File: src/rtl/instr_encoder_if.sv
// Field-bundle handshake plus instruction-memory write port of the encoder.
// No latency of its own; it only bundles wires.
// Backpressure travels on in_ready, from the encoder back to the loader.
interface instr_encoder_if #(
  parameter int ADDR_W = 8
);
  logic              in_valid;
  logic              in_ready;
  logic [2:0]        op_sel;
  logic [4:0]        rd;
  logic [4:0]        rs1;
  logic [4:0]        rs2;
  logic [31:0]       imm;
  logic              clear;
  logic              wr_en;
  logic [ADDR_W-1:0] wr_addr;
  logic [31:0]       wr_data;
  logic              err;
  logic [1:0]        err_code;
  logic [ADDR_W:0]   word_count;
  logic              full;

  // Loader side: drives the fields and observes the write port.
  modport master (
    output in_valid, op_sel, rd, rs1, rs2, imm, clear,
    input  in_ready, wr_en, wr_addr, wr_data, err, err_code, word_count, full
  );

  // Encoder side.
  modport slave (
    input  in_valid, op_sel, rd, rs1, rs2, imm, clear,
    output in_ready, wr_en, wr_addr, wr_data, err, err_code, word_count, full
  );
endinterface

File: src/rtl/instr_encoder.sv
// RV32I field encoder that also writes the program image to imem at an auto-incrementing address.
// Latency: a bundle accepted at edge N gives wr_en or err during cycle N+1; one bundle per 2 cycles.
// Backpressure: in_ready drops while emitting, while clear is high, and while the image is full.
module instr_encoder #(
  parameter int ADDR_W = 8
) (
  input logic clk,
  input logic rst_n,
  instr_encoder_if.slave bus
);

  localparam logic [0:0] IDLE  = 1'b0;
  localparam logic [0:0] EMIT  = 1'b1;
  localparam int         DEPTH = 1 << ADDR_W;

  logic [0:0]        state;
  logic [ADDR_W-1:0] ptr;
  logic [ADDR_W:0]   cnt;
  logic              wr_q;
  logic              err_q;
  logic [31:0]       data_q;
  logic [1:0]        code_q;

  logic              accept;
  logic              is_full;
  logic              bad;
  logic [31:0]       word;
  logic [1:0]        code;
  logic signed [31:0] imm_s;
  logic              i_ok;
  logic              b_ok;

  assign is_full      = (cnt == (ADDR_W+1)'(DEPTH));
  assign bus.in_ready = (state == IDLE) && !is_full && !bus.clear;
  assign accept       = bus.in_valid && bus.in_ready;

  assign imm_s = $signed(bus.imm);
  assign i_ok  = (imm_s >= -32'sd2048) && (imm_s <= 32'sd2047);
  assign b_ok  = (imm_s >= -32'sd4096) && (imm_s <= 32'sd4094);

  // Pack the live fields and classify them; priority is illegal op, then misalignment, then range.
  always_comb begin
    word = '0;
    code = 2'b00;
    case (bus.op_sel)
      3'd0: begin
        word = {bus.imm[11:0], bus.rs1, 3'b000, bus.rd, 7'b0010011};
        if (!i_ok) code = 2'b10;
      end
      3'd1: begin
        word = {bus.imm[11:0], bus.rs1, 3'b010, bus.rd, 7'b0000011};
        if (!i_ok) code = 2'b10;
      end
      3'd2: begin
        word = {bus.imm[11:5], bus.rs2, bus.rs1, 3'b010, bus.imm[4:0], 7'b0100011};
        if (!i_ok) code = 2'b10;
      end
      3'd3: begin
        word = {bus.imm[12], bus.imm[10:5], bus.rs2, bus.rs1, 3'b000,
                bus.imm[4:1], bus.imm[11], 7'b1100011};
        if (bus.imm[0])  code = 2'b11;
        else if (!b_ok)  code = 2'b10;
      end
      3'd4: word = {7'b0000000, bus.rs2, bus.rs1, 3'b000, bus.rd, 7'b0110011};
      3'd5: word = {7'b0100000, bus.rs2, bus.rs1, 3'b000, bus.rd, 7'b0110011};
      default: code = 2'b01;
    endcase
  end

  assign bad = (code != 2'b00);

  // Two-state FSM; the encoded result is captured at accept so the EMIT cycle presents registered outputs.
  always_ff @(posedge clk) begin
    if (!rst_n) begin
      state  <= IDLE;
      wr_q   <= 1'b0;
      err_q  <= 1'b0;
      data_q <= '0;
      code_q <= 2'b00;
    end else begin
      wr_q  <= 1'b0;
      err_q <= 1'b0;
      case (state)
        IDLE: begin
          if (accept) begin
            state <= EMIT;
            wr_q  <= !bad;
            err_q <= bad;
            if (bad) code_q <= code;
            else     data_q <= word;
          end
        end
        default: state <= IDLE;
      endcase
    end
  end

  // Write pointer and count advance as the EMIT cycle ends; clear takes precedence over the increment.
  always_ff @(posedge clk) begin
    if (!rst_n) begin
      ptr <= '0;
      cnt <= '0;
    end else if (bus.clear) begin
      ptr <= '0;
      cnt <= '0;
    end else if (state == EMIT && wr_q) begin
      ptr <= ptr + ADDR_W'(1);
      cnt <= cnt + (ADDR_W+1)'(1);
    end
  end

  // Strobes are masked by rst_n so that a reset landing in EMIT never writes memory.
  assign bus.wr_en      = wr_q && rst_n;
  assign bus.err        = err_q && rst_n;
  assign bus.wr_addr    = ptr;
  assign bus.wr_data    = data_q;
  assign bus.err_code   = code_q;
  assign bus.word_count = cnt;
  assign bus.full       = is_full;

endmodule

File: src/flat_wrapper.sv
// flat-port wrapper written by rule: the top's interface ports become plain ports
module instr_encoder_flat 
#(
  parameter int ADDR_W = 8
)
  (clk, rst_n, bus_in_valid, bus_op_sel, bus_rd, bus_rs1, bus_rs2, bus_imm, bus_clear, bus_in_ready, bus_wr_en, bus_wr_addr, bus_wr_data, bus_err, bus_err_code, bus_word_count, bus_full);
  instr_encoder_if #(.ADDR_W(ADDR_W)) bus_i ();
  input logic clk;
  input logic rst_n;
  input wire logic [$bits(bus_i.in_valid)-1:0] bus_in_valid;
  input wire logic [$bits(bus_i.op_sel)-1:0] bus_op_sel;
  input wire logic [$bits(bus_i.rd)-1:0] bus_rd;
  input wire logic [$bits(bus_i.rs1)-1:0] bus_rs1;
  input wire logic [$bits(bus_i.rs2)-1:0] bus_rs2;
  input wire logic [$bits(bus_i.imm)-1:0] bus_imm;
  input wire logic [$bits(bus_i.clear)-1:0] bus_clear;
  output wire logic [$bits(bus_i.in_ready)-1:0] bus_in_ready;
  output wire logic [$bits(bus_i.wr_en)-1:0] bus_wr_en;
  output wire logic [$bits(bus_i.wr_addr)-1:0] bus_wr_addr;
  output wire logic [$bits(bus_i.wr_data)-1:0] bus_wr_data;
  output wire logic [$bits(bus_i.err)-1:0] bus_err;
  output wire logic [$bits(bus_i.err_code)-1:0] bus_err_code;
  output wire logic [$bits(bus_i.word_count)-1:0] bus_word_count;
  output wire logic [$bits(bus_i.full)-1:0] bus_full;
  assign bus_i.in_valid = bus_in_valid;
  assign bus_i.op_sel = bus_op_sel;
  assign bus_i.rd = bus_rd;
  assign bus_i.rs1 = bus_rs1;
  assign bus_i.rs2 = bus_rs2;
  assign bus_i.imm = bus_imm;
  assign bus_i.clear = bus_clear;
  assign bus_in_ready = bus_i.in_ready;
  assign bus_wr_en = bus_i.wr_en;
  assign bus_wr_addr = bus_i.wr_addr;
  assign bus_wr_data = bus_i.wr_data;
  assign bus_err = bus_i.err;
  assign bus_err_code = bus_i.err_code;
  assign bus_word_count = bus_i.word_count;
  assign bus_full = bus_i.full;
  instr_encoder #(.ADDR_W(ADDR_W)) u_core (.clk(clk), .rst_n(rst_n), .bus(bus_i));
endmodule
File: config.mk
export PLATFORM = sky130hd
export DESIGN_NAME = instr_encoder_flat
export DESIGN_NICKNAME = d
export VERILOG_FILES = /design/src/rtl/instr_encoder_if.sv /design/src/rtl/instr_encoder.sv /design/src/flat_wrapper.sv
export SDC_FILE = /design/constraint.sdc
export NUM_CORES = 1
export LEC_CHECK = 0
export CELL_PAD_IN_SITES_DETAIL_PLACEMENT = 1
export CELL_PAD_IN_SITES_GLOBAL_PLACEMENT = 2
export CORE_ASPECT_RATIO = 1.1
export CORE_UTILIZATION = 25
export DETAILED_ROUTE_END_ITERATION = 10
export PLACE_DENSITY_LB_ADDON = 0.1
export REMOVE_ABC_BUFFERS = 1
export SYNTH_ARGS = -nofsm -noshare
export SYNTH_HDL_FRONTEND = slang
export SYNTH_SLANG_ARGS = --single-unit
export TNS_END_PERCENT = 10
File: constraint.sdc
create_clock -name clk -period 3.4 [get_ports clk]
set_input_delay 0.85 -clock clk [delete_from_list [all_inputs] [get_ports clk]]
set_output_delay 0.85 -clock clk [all_outputs]
set_load 0.02 [all_outputs]
==> results.yml <==
run_status:
  status: "finished, violations left"
  violations: "design-rule violations"
sta:
  max_freq_ghz: 0.326
  setup_tns_ps: 0
  clock_skew_ps: 5.33
  finalHoldViolations: 0
  worst_pin_slew_ps: 716
  max_slew_margin: 0.523
  period_share: 0.901
  rsz0062_at_grt: "false"
  slew_viol_final: 0
  period_needed_ps: 3060
  setup_violations: 0
clock_tree:
  postCtsSetupBuffers: 0
  clock_latency_ps: 300
  cts_num_sinks: 49
  cts_hold_buf: 0
  cts_buffer_depth: 2
  cts_made_buffers: 5
  cts_resized: 0
  cts_tree: "yes"
  root_buffer: "clkbuf_8"
  cts.clk_slew.worst_paths_ps: 90
  h-tree-depth: 2
worst_setup_path:
  worst_path_max_delay_cell: "clkdlybuf4s50_1"
  cp_max_fo: 6
  crit_buf_inv: 1
  crit_path_start_kind: "flip-flop"
  cp.depth: 3
  crit_family: "simple AND/OR/NAND/NOR gates"
  slowest_delay_ps: 690
  cp_cell_sequence: "or4_4 > nor4_4 > clkdlybuf4s50_1"
  arrival_ps: 2210
  worstPathRequired_ps: 2550
  crit_path_end_kind: "output pin"
  reg2reg_depth: 7
  critPathKind: "reg2out"
detailed_routing:
  wl_um: 7300
  via_count: 2348
  drcViolationCount: 13
  via_per_inst: 4.60
  drtAntennaViolNets: 0
  dr.pass1.iters: 7
  drt_iter0_drc: 44
  wl_per_cell_um: 14.3
floorplan:
  io_pins: 109
  die_x_um: 97.8
  start_util: 0.257
  core_area_mm2: 0.00984
  fp-row-count: 38
  die_area_mm2: 0.0105
  die_y_um: 107
placement:
  gp_congestion: 0.719
  io_buffers: 104
  hpwl_um: 5530
logic_synthesis:
  netlist_top_cells_area: "dfxtp_1 (39%), mux2i_1 (11%), nand2_1 (9.2%)"
  synth-seq-cells: 49
  synthTopCellsByCount: "nand2_1 (62), dfxtp_1 (49), mux2i_1 (29)"
  yosysWarnings: 0
  syn_area_mm2: 0.00252
  synth_area_per_cell_um2: 8.80
  yosysMostFrequentCell: "nand2_1"
  ys_types: 40
  synth_edf_count: 0
  ys_async_sr_fraction: 0
  yosys.area.top_type: "dfxtp_1"
  syn_inst: 287
  synth_top_area_share: 0.389
  synthFlopType: "dfxtp_1"
  yosysSeqAreaShare: 0.389
grt:
  grt_use_total: 0.141
  grt_remaining_overflow: 0
  grt_start_max_net_pins: 30
  grt_pass1_wl_um: 11700
  grt_pass1_vias: 2359
  antenna_found_initial: 0
finish:
  diodes: 0
  drive_gt1_frac: 0.0641
  area_growth_pct: 49.2
  nets: 449
power_and_ir_drop:
  power.leakage_uw: 0.00148
  p_per_area_mw_per_mm2: 325
  total_power_uw: 1220
  ir_drop_mv: 0.151
job:
  drv_cap: 0
worst_hold_path:
  whs_path_depth: 2
  hp-class: "reg2reg"
## layout make-up
cell class                 count  area (um^2)
fill                        1166         6080
multi-input combinational    217         1410
timing repair buffer         110         1090
sequential                    49          981
tap                          120          150
clock buffer                   7         86.3
clock inverter                 1         30.0
inverter                       6         22.5
## worst min-delay path, stage by stage (launching register included)
cell	delay [ps]
dfxtp_1	320
nand2_1	50
mux2i_1	60
## path summary, 6_finish.rpt
path	start	slack [ps]	to
worst max-delay path	u_core.bus.word_count[3]	340	bus_full
worst min-delay path	u_core.bus.wr_data[30]	460	u_core.bus.wr_data[30]
worst max register to register	u_core.bus.word_count[0]	1390	u_core.bus.wr_data[24]
worst min register to register	u_core.bus.wr_data[30]	460	u_core.bus.wr_data[30]
## power by group
| part | internal, uW | switching (uW) |
|---|---|---|
| Combinational | 106 | 92.7 |
| Sequential | 582 | 4.91 |
| Clock | 240 | 197 |
| Total | 928 | 295 |
## logic make-up (layout without fill, tap and decap cells)
group | count (synthesis) | after routing | share of synthesized area
other | 1 | 4 | 0.00149
XOR/XNOR | 12 | 12 | 0.0416
AO/OA/AOI/OAI | 33 | 33 | 0.0852
buffers and inverters | 24 | 124 | 0.0575
flip-flops | 49 | 49 | 0.389
multiplexers | 35 | 35 | 0.142
adder cells (fa/ha/maj) | 6 | 6 | 0.0297
AND/OR/NAND/NOR | 127 | 127 | 0.254
## cells in the final DEF, fill, tap and decap left out, types with 2 or more instances in the layout
cell type	count
o21ai_0	12
nand4_1	10
nand2_1	62
conb_1	4
and3_1	5
nor2b_1	5
xnor2_1	2
nand2b_1	2
ha_1	6
nor3_1	4
nor4_1	5
xor2_1	10
mux2i_1	29
a21oi_1	11
clkdlybuf4s50_1	104
mux2_2	6
dfxtp_1	49
nand3_1	3
or3_1	4
buf_4	6
nor2_1	17
inv_1	6
and2_1	5
clkbuf_8	6
## registers in the layout, indices dropped and copies added (netlist names)
| signal | flops |
|---|---|
| u_core.bus.err_code | 2 |
| u_core.bus.wr_data | 27 |
| u_core.bus.wr_addr | 8 |
| u_core.state | 1 |
| u_core.wr_q | 1 |
| u_core.err_q | 1 |
| u_core.bus.word_count | 9 |
## metrics by stage
| stage | hold slack [ps] | worst slack, ps | instance area (um^2) | utilization | cells |
|---|---|---|---|---|---|
| after floorplan | 534 | 992 | 2410 | - | 272 |
| after global placement | 445 | 323 | 3650 | 0.371 | 502 |
| after detailed placement | 456 | 305 | 3650 | 0.371 | 502 |
| after CTS | 471 | 305 | 3770 | 0.383 | 510 |
| after global routing | 491 | 254 | 3770 | 0.383 | 510 |
| final | 465 | 335 | 3770 | 0.383 | 510 |
## metal layers
| metal | vias up | routed length [um] | track usage |
|---|---|---|---|
| met5 | - | 0 | 0 |
| met4 | 0 | 61 | 0.0325 |
| met3 | 6 | 475 | 0.0396 |
| met2 | 72 | 3540 | 0.252 |
| met1 | 1087 | 3220 | 0.166 |
| li1 | 1183 | - | - |
Note: power is estimated with default switching activity, not from simulation.
